File: src/rtl/serial_add_sub_pkg.sv
// Shared definitions for the digit-serial adder/subtractor: FSM encoding,
// flag bit positions and the digit-counter width helper.
package serial_add_sub_pkg;

  typedef enum logic [1:0] {
    IDLE = 2'd0,
    RUN  = 2'd1,
    DONE = 2'd2
  } state_e;

  localparam int FLAG_C    = 0;
  localparam int FLAG_V    = 1;
  localparam int FLAG_Z    = 2;
  localparam int FLAG_N    = 3;
  localparam int NUM_FLAGS = 4;

  function automatic int cnt_width(input int ndig);
    return (ndig > 1) ? $clog2(ndig) : 1;
  endfunction

endpackage

File: src/rtl/fa_cell.sv
// Single-bit full adder, the building block of the per-digit ripple chain.
module fa_cell (
  input  logic a,
  input  logic b,
  input  logic ci,
  output logic s,
  output logic co
);

  assign s  = a ^ b ^ ci;
  assign co = (a & b) | (ci & (a ^ b));

endmodule

File: src/rtl/serial_add_sub.sv
// Digit-serial two's-complement adder/subtractor: DIGIT bits per clock, LSB
// first, carry held in a flop between digits, valid/ready on both sides.
module serial_add_sub
  import serial_add_sub_pkg::*;
#(
  parameter int WIDTH = 8,
  parameter int DIGIT = 1
) (
  input  logic             clk,
  input  logic             rst_n,
  input  logic             in_valid,
  output logic             in_ready,
  input  logic [WIDTH-1:0] a,
  input  logic [WIDTH-1:0] b,
  input  logic             sub,
  output logic             out_valid,
  input  logic             out_ready,
  output logic [WIDTH-1:0] result,
  output logic             flag_c,
  output logic             flag_v,
  output logic             flag_z,
  output logic             flag_n
);

  localparam int NDIG = WIDTH / DIGIT;
  localparam int CW   = cnt_width(NDIG);
  localparam logic [CW-1:0] LAST = CW'(NDIG - 1);

  if (WIDTH < 2 || DIGIT < 1 || (WIDTH % DIGIT) != 0) begin : g_param_check
    $error("serial_add_sub: WIDTH must be >= 2 and an exact multiple of DIGIT");
  end

  state_e                 state_q, state_d;
  logic [CW-1:0]          cnt_q, cnt_d;
  logic                   carry_q, carry_d;
  logic [WIDTH-1:0]       op_a_q, op_a_d;
  logic [WIDTH-1:0]       op_b_q, op_b_d;
  logic [WIDTH-1:0]       result_q, result_d;
  logic [NUM_FLAGS-1:0]   flags_q, flags_d;
  logic                   out_valid_q, out_valid_d;

  logic [DIGIT-1:0]       dig_a, dig_b, dig_s;
  logic [DIGIT:0]         chain_c;

  assign dig_a      = op_a_q[cnt_q*DIGIT +: DIGIT];
  assign dig_b      = op_b_q[cnt_q*DIGIT +: DIGIT];
  assign chain_c[0] = carry_q;

  // Ripple chain; the carry into the last cell doubles as the carry into the MSB.
  for (genvar i = 0; i < DIGIT; i++) begin : g_fa
    fa_cell u_fa (
      .a  (dig_a[i]),
      .b  (dig_b[i]),
      .ci (chain_c[i]),
      .s  (dig_s[i]),
      .co (chain_c[i+1])
    );
  end

  always_comb begin
    state_d     = state_q;
    cnt_d       = cnt_q;
    carry_d     = carry_q;
    op_a_d      = op_a_q;
    op_b_d      = op_b_q;
    result_d    = result_q;
    flags_d     = flags_q;
    out_valid_d = out_valid_q;
    case (state_q)
      IDLE: begin
        if (in_valid) begin
          op_a_d  = a;
          op_b_d  = b ^ {WIDTH{sub}};
          carry_d = sub;
          cnt_d   = '0;
          state_d = RUN;
        end
      end
      RUN: begin
        result_d[cnt_q*DIGIT +: DIGIT] = dig_s;
        carry_d = chain_c[DIGIT];
        cnt_d   = cnt_q + 1'b1;
        if (cnt_q == LAST) begin
          flags_d[FLAG_C] = chain_c[DIGIT];
          flags_d[FLAG_V] = chain_c[DIGIT] ^ chain_c[DIGIT-1];
          flags_d[FLAG_Z] = (result_d == '0);
          flags_d[FLAG_N] = result_d[WIDTH-1];
          cnt_d       = '0;
          out_valid_d = 1'b1;
          state_d     = DONE;
        end
      end
      DONE: begin
        if (out_ready) begin
          out_valid_d = 1'b0;
          state_d     = IDLE;
        end
      end
      default: state_d = IDLE;
    endcase
  end

  always_ff @(posedge clk or negedge rst_n) begin
    if (!rst_n) begin
      state_q     <= IDLE;
      cnt_q       <= '0;
      carry_q     <= 1'b0;
      op_a_q      <= '0;
      op_b_q      <= '0;
      result_q    <= '0;
      flags_q     <= '0;
      out_valid_q <= 1'b0;
    end else begin
      state_q     <= state_d;
      cnt_q       <= cnt_d;
      carry_q     <= carry_d;
      op_a_q      <= op_a_d;
      op_b_q      <= op_b_d;
      result_q    <= result_d;
      flags_q     <= flags_d;
      out_valid_q <= out_valid_d;
    end
  end

  assign in_ready  = (state_q == IDLE);
  assign out_valid = out_valid_q;
  assign result    = result_q;
  assign flag_c    = flags_q[FLAG_C];
  assign flag_v    = flags_q[FLAG_V];
  assign flag_z    = flags_q[FLAG_Z];
  assign flag_n    = flags_q[FLAG_N];

endmodule

File: config.mk
export PLATFORM = sky130hd
export DESIGN_NAME = serial_add_sub
export DESIGN_NICKNAME = d
export VERILOG_FILES = /design/src/rtl/serial_add_sub_pkg.sv /design/src/rtl/fa_cell.sv /design/src/rtl/serial_add_sub.sv
export SDC_FILE = /design/constraint.sdc
export NUM_CORES = 1
export LEC_CHECK = 0
export ABC_AREA = 1
export CORE_UTILIZATION = 41
export CTS_BUF_LIST = sky130_fd_sc_hd__clkbuf_4 sky130_fd_sc_hd__clkbuf_8 sky130_fd_sc_hd__clkbuf_16
export DETAILED_ROUTE_END_ITERATION = 7
export SLEW_MARGIN = 20
export SYNTH_ARGS = -nofsm -noshare
export SYNTH_HDL_FRONTEND = slang
export SYNTH_HIERARCHICAL = 1
export SYNTH_SLANG_ARGS = --single-unit
File: constraint.sdc
create_clock -name clk -period 3.3 [get_ports clk]
set_input_delay 0.33 -clock clk [delete_from_list [all_inputs] [get_ports clk]]
set_output_delay 0.33 -clock clk [all_outputs]
set_load 0.02 [all_outputs]
* Word-level counts from Yosys, hierarchy flattened *
Cells that the tools add are included.

cells by class
  add/subtract/negate cells = 2
  eq/ne operators = 6
  shift-type cells = 4
  muxes and demuxes = 13
  bitwise gates (word level) = 7
  reduce and logical (&&, ||, !) cells = 9

operator list
  cell                      count
  $neg A3 Y34               1
  $shift A1 B34 Y8 const A  1
  $shiftx A1 B34 Y8         1
  $shiftx A8 B4 Y1          2
  $bwmux W8                 1
  $logic_not A8 Y1          1
  $xor A8 B8 Y8             1
  $mux W2                   3
  $mux W3                   2
  $ne A2 B2 Y1 const B      3
  $pmux W2 S3               1
  $pmux W3 S2               1
  $reduce_and A2 Y1         3
  $reduce_and A3 Y1         2
  $pmux W1 S2               2
  $reduce_bool A2 Y1        2
  $add A3 B1 Y3 const B     1
  $eq A3 B3 Y1 const B      1
  $mux W1                   3
  $xor A1 B1 Y1             3
  $and A1 B1 Y1             2
  $eq A2 B1 Y1 const B      1
  $eq A2 B2 Y1 const B      1
  $logic_not A2 Y1          1
  $or A1 B1 Y1              1

storage, ports and cells
  register bits after elaboration = 35
  bits of input ports = 21
  output and inout port bits = 14
  logic and storage cells = 49

* Logic depth before layout (Yosys ltp) *
  depth in word-level cells = 6
  mapped depth = 16
  mapped depth without buffers = 15

* Hierarchy *
Netlist, hierarchy kept.

by module, submodules not included
  module          instances  cells each  area an instance (sq um)
  serial_add_sub  1          253         1,935.6
  fa_cell         1          1           20.0

* Worst setup path before layout *
No wires, ideal clock.

  path kind = register -> register
  start = reg cnt_q[0]
  end = reg flags_q[2]
  setup time = 65 ps
  data arrival time = 2,194 ps
  path slack = 1,041 ps
  stages on the path, launching flop included = 17
  path buffers = 1
  clock period less this slack = 2,259 ps
  cells stage by stage = dfrtp_1 inv_1 buf_2 nor2_1 o22ai_1 nor2_1 a31oi_1 fa_1 nand2_1 inv_1 nand2_1 nand3_2 nand2_2 nand3_1 nor2_1 nand2_1 nand2_1

between the ends
  cells in the longest elaborated chain, start to end = 6
  elaborated cells between the ends (all ways) = 11

RTL lines
  element                     RTL line               text
  start, declared             serial_add_sub.sv:34   logic [CW-1:0] cnt_q, cnt_d;
  start signal, assigned      serial_add_sub.sv:115  cnt_q <= cnt_d;
  $shiftx A8 B4 Y1            serial_add_sub.sv:46   assign dig_b = op_b_q[cnt_q*DIGIT +: DIGIT];
  net dig_b                   serial_add_sub.sv:42   logic [DIGIT-1:0] dig_a, dig_b, dig_s;
  $xor A1 B1 Y1 (2 in a row)  fa_cell.sv:10          assign s = a ^ b ^ ci;
  net dig_s                   serial_add_sub.sv:42
  $shiftx A1 B34 Y8           serial_add_sub.sv:80   result_d[cnt_q*DIGIT +: DIGIT] = dig_s;
  $bwmux W8                   serial_add_sub.sv:80
  $logic_not A8 Y1            serial_add_sub.sv:86   flags_d[FLAG_Z] = (result_d == '0);
  end signal, assigned        serial_add_sub.sv:120  flags_q <= flags_d;
  end, declared               serial_add_sub.sv:39   logic [NUM_FLAGS-1:0] flags_q, flags_d;

The timed path passes the listed nets, and every way through them passes these cells.
A chain may end at the register's enable or synchronous reset.

* Final worst setup path *
  start = reg cnt_q[0]
  end = reg flags_q[2]

between the ends
  cells in the longest elaborated chain, start to end = 6
  elaborated cells between the ends (all ways) = 11

RTL lines
  element                     RTL line              text
  $shiftx A8 B4 Y1            serial_add_sub.sv:45  assign dig_a = op_a_q[cnt_q*DIGIT +: DIGIT];
  net dig_a                   serial_add_sub.sv:42
  $xor A1 B1 Y1 (2 in a row)  fa_cell.sv:10
  net dig_s                   serial_add_sub.sv:42
  $shiftx A1 B34 Y8           serial_add_sub.sv:80
  $bwmux W8                   serial_add_sub.sv:80
  $logic_not A8 Y1            serial_add_sub.sv:86

The timed path passes the listed nets, and every way through them passes these cells.

==> impl_metrics.tcl <==
set metrics [dict create \
    worstSetupPathType "reg -> reg" \
    syn_avg_cell_area_um2 7.70 \
    post_cts_buffers 0 \
    place.detailed.hpwl_mm 2.86 \
    core_area_um2 4470 \
    crit_top_cell "nand2_1" \
    dr_wl_met3_um 126 \
    holdBufCountCts 0 \
    cts_resized 0 \
    drive_gt1_share_pct 6.21 \
    hold_path_class "in -> async" \
    cts-buffers-inserted 5 \
    die_height_um 71.1 \
    row_count 24 \
    maxCapViolCount 0 \
    drcViolationCount 1 \
    gp_congestion 0.795 \
    ys_top_cells_by_area "dfrtp_1 45%, nand2_1 17%, o21ai_0 7.2%, ha_1 5.1%, inv_1 4.8%" \
    grt_max_degree 36 \
    postRouteAntennaNets 0 \
    path_cells "inv_1 -> nor2_1 -> o22ai_1 -> nor2_1 -> a31oi_1 -> fa_1 -> nand2_1 -> inv_1 -> nand2_1 -> nand3_2 -> nand2_1 -> nand3_1 -> nor2_1 -> nand2_1 -> nand2_1" \
    htreeDepth 2 \
    antenna_found_initial 0 \
    cts_root_buf "clkbuf_8" \
    skew_ns 0.00646 \
    grt-ovfl-total 0 \
    design_area_um2 2450 \
    ios 35 \
    setup_viol 0 \
    cts_tree "yes" \
    num_antenna_cells 0 \
    finalSetupTns_ns 0 \
    cts_sinks 35 \
    critPathLaunchType "flip-flop" \
    synth_top_area_share_pct 44.8 \
    power_density_nw_per_um2 1020 \
    num_vias 1627 \
    m1WireLength_mm 2.02 \
    drtIter0Drc 78 \
    wire_per_inst_um 11.5 \
    wirelength_mm 3.94 \
    cp.required_ns 3.52 \
    synth_fp_nets 284 \
    slowest_delay_ns 0.49 \
    die_area_um2 5050 \
    grt_pass1_wl_mm 7.16 \
    nNetsFinal 319 \
    period_minus_slack_ns 2.46 \
    yosysWarnings 6 \
    hold_violations 0 \
    initial_core_util_pct 43.7 \
    highest_layer "met4" \
    clk_pin_slew_ns 0.07 \
    fin_total_pwr_w 0.00251 \
    leakagePower_nw 1.19 \
    slew_viol_final 0 \
    utilization_pct 54.8 \
    tightest_slew_ns 0.549 \
    vdd_ir_drop_max_mv 0.418 \
    synth_seq_area_share_pct 44.8 \
    syn_area_um2 1960 \
    yosys_register_bits 35 \
    clock_path_buffers 2 \
    cp_max_fo 13 \
    rsz0062_at_grt "no" \
    grt_pass1_vias 1603 \
    clock_latency_ns 0.28 \
    via_per_inst 4.76 \
    yosysUniqueCellTypes 24 \
    grt_use_total_pct 18.0 \
    met2_wirelength_mm 1.77 \
    syn_inst 254 \
    violations "design-rule violations" \
    first_pass_iters 7 \
    die_w_um 71.1 \
    relSlewSlack_pct 63.4 \
    worstPathArrival_ns 2.68 \
    max_freq_mhz 406 \
    placed_area_um2 2330 \
    outcome "finished, violations left" \
    port_buffers 34 \
    min_period_over_period_pct 74.7 \
    fill_cells 424 \
    r2r_setup_slack_ns 0.84 \
    area_growth_pct 25.3 \
    synth_top_area_cell "dfrtp_1" \
    crit_slowest_cell "fa_1" \
    end_kind "flip-flop" \
]
## worst max-delay path, delay by kind of cell (launching register included)
| kind | cells | cell delay (ns) |
|---|---|---|
| buffers and inverters | 2 | 0.33 |
| and+or+nand+nor | 10 | 0.81 |
| AOI/OAI and AO/OA | 2 | 0.40 |
| adders and majority gates | 1 | 0.49 |
| DFF | 1 | 0.38 |
## power by group
group	total (W)	internal [W]	leakage, nW	switching [W]
sequential	0.000761	0.000626	0.436	0.000135
clock	0.000393	0.000244	0.0612	0.000149
combinational	0.00135	0.000536	0.691	0.000819
total	0.00251	0.00141	1.19	0.00110
## path summary, 6_finish.rpt
path | from | to | cells after the start
min | rst_n | op_a_q[0] | 2
max reg2reg | cnt_q[0] | flags_q[2] | 15
max | cnt_q[0] | flags_q[2] | 15
min in group clk | op_a_q[5] | op_a_q[5] | 2
min reg2reg | op_a_q[5] | op_a_q[5] | 2
max in group asynchronous | rst_n | cnt_q[2] | 2
## cells by family (layout without fill, tap and decap cells)
family                   Yosys count  after routing  synth area share (%)
AND/OR/NAND/NOR                  129            129                  27.5
AO/OA/AOI/OAI                     36             36                  9.72
buffers and inverters             36             72                  7.81
flip-flops                        35             35                  44.8
adder cells (fa/ha/maj)            9              9                  6.14
XOR/XNOR                           9              9                  4.03
## state kept, by name (all words and copies together), names as in the netlist
signal and count:
result 8, cnt_q 3, carry_q 1, flags_q 4
op_b_q 8, state_q 2, out_valid 1, op_a_q 8
## layout by cell type, fill, tap and decap left out, types with 2 or more instances in the layout
| master | count |
|---|---|
| nand2_1 | 86 |
| nor2_2 | 2 |
| o21ai_0 | 28 |
| buf_4 | 3 |
| clkbuf_8 | 6 |
| nand3_1 | 8 |
| o22ai_1 | 3 |
| nand3_2 | 2 |
| nor2_1 | 23 |
| xnor2_1 | 9 |
| ha_1 | 8 |
| dfrtp_1 | 35 |
| inv_1 | 25 |
| nand4_1 | 4 |
| clkdlybuf4s50_1 | 34 |
| a31oi_1 | 3 |
## cells in the mapped netlist, drive strengths merged
library cell  count
nand3            10
o211ai            1
dfrtp            35
o21ai            29
nor2             25
o22ai             3
clkinv            1
nor3b             1
a31oi             3
inv              26
nand2            88
or2               1
buf               9
nand4             4
ha                8
fa                1
xnor2             9
## cell type report
class,count,area (um2),area share [%]
Tap cell,52,65.1,2.66
Multi-Input combinational cell,183,927,37.8
Timing Repair Buffer,37,363,14.8
Clock inverter,2,35.0,1.43
Sequential cell,35,876,35.8
Inverter,27,101,4.14
Clock buffer,6,82.6,3.37
## per-layer routing
metal / global-route usage [%] / vias to the layer above
met3: 4.27 / 2
met2: 29.7 / 29
li1: - / 871
met5: 0 / -
met1: 23.6 / 725
met4: 5.33 / 0
## through the flow
stage / hold slack (ns) / worst slack [ns] / instances
floorplan: 0.0344 / 1.04 / 254
CTS: 0.471 / 0.840 / 342
finish: 0.461 / 0.836 / 342
global route: 0.507 / 0.482 / 342
detailed placement: 0.464 / 0.873 / 334
global placement: 0.463 / 0.827 / 334
Power figures use the tool's default switching activity.
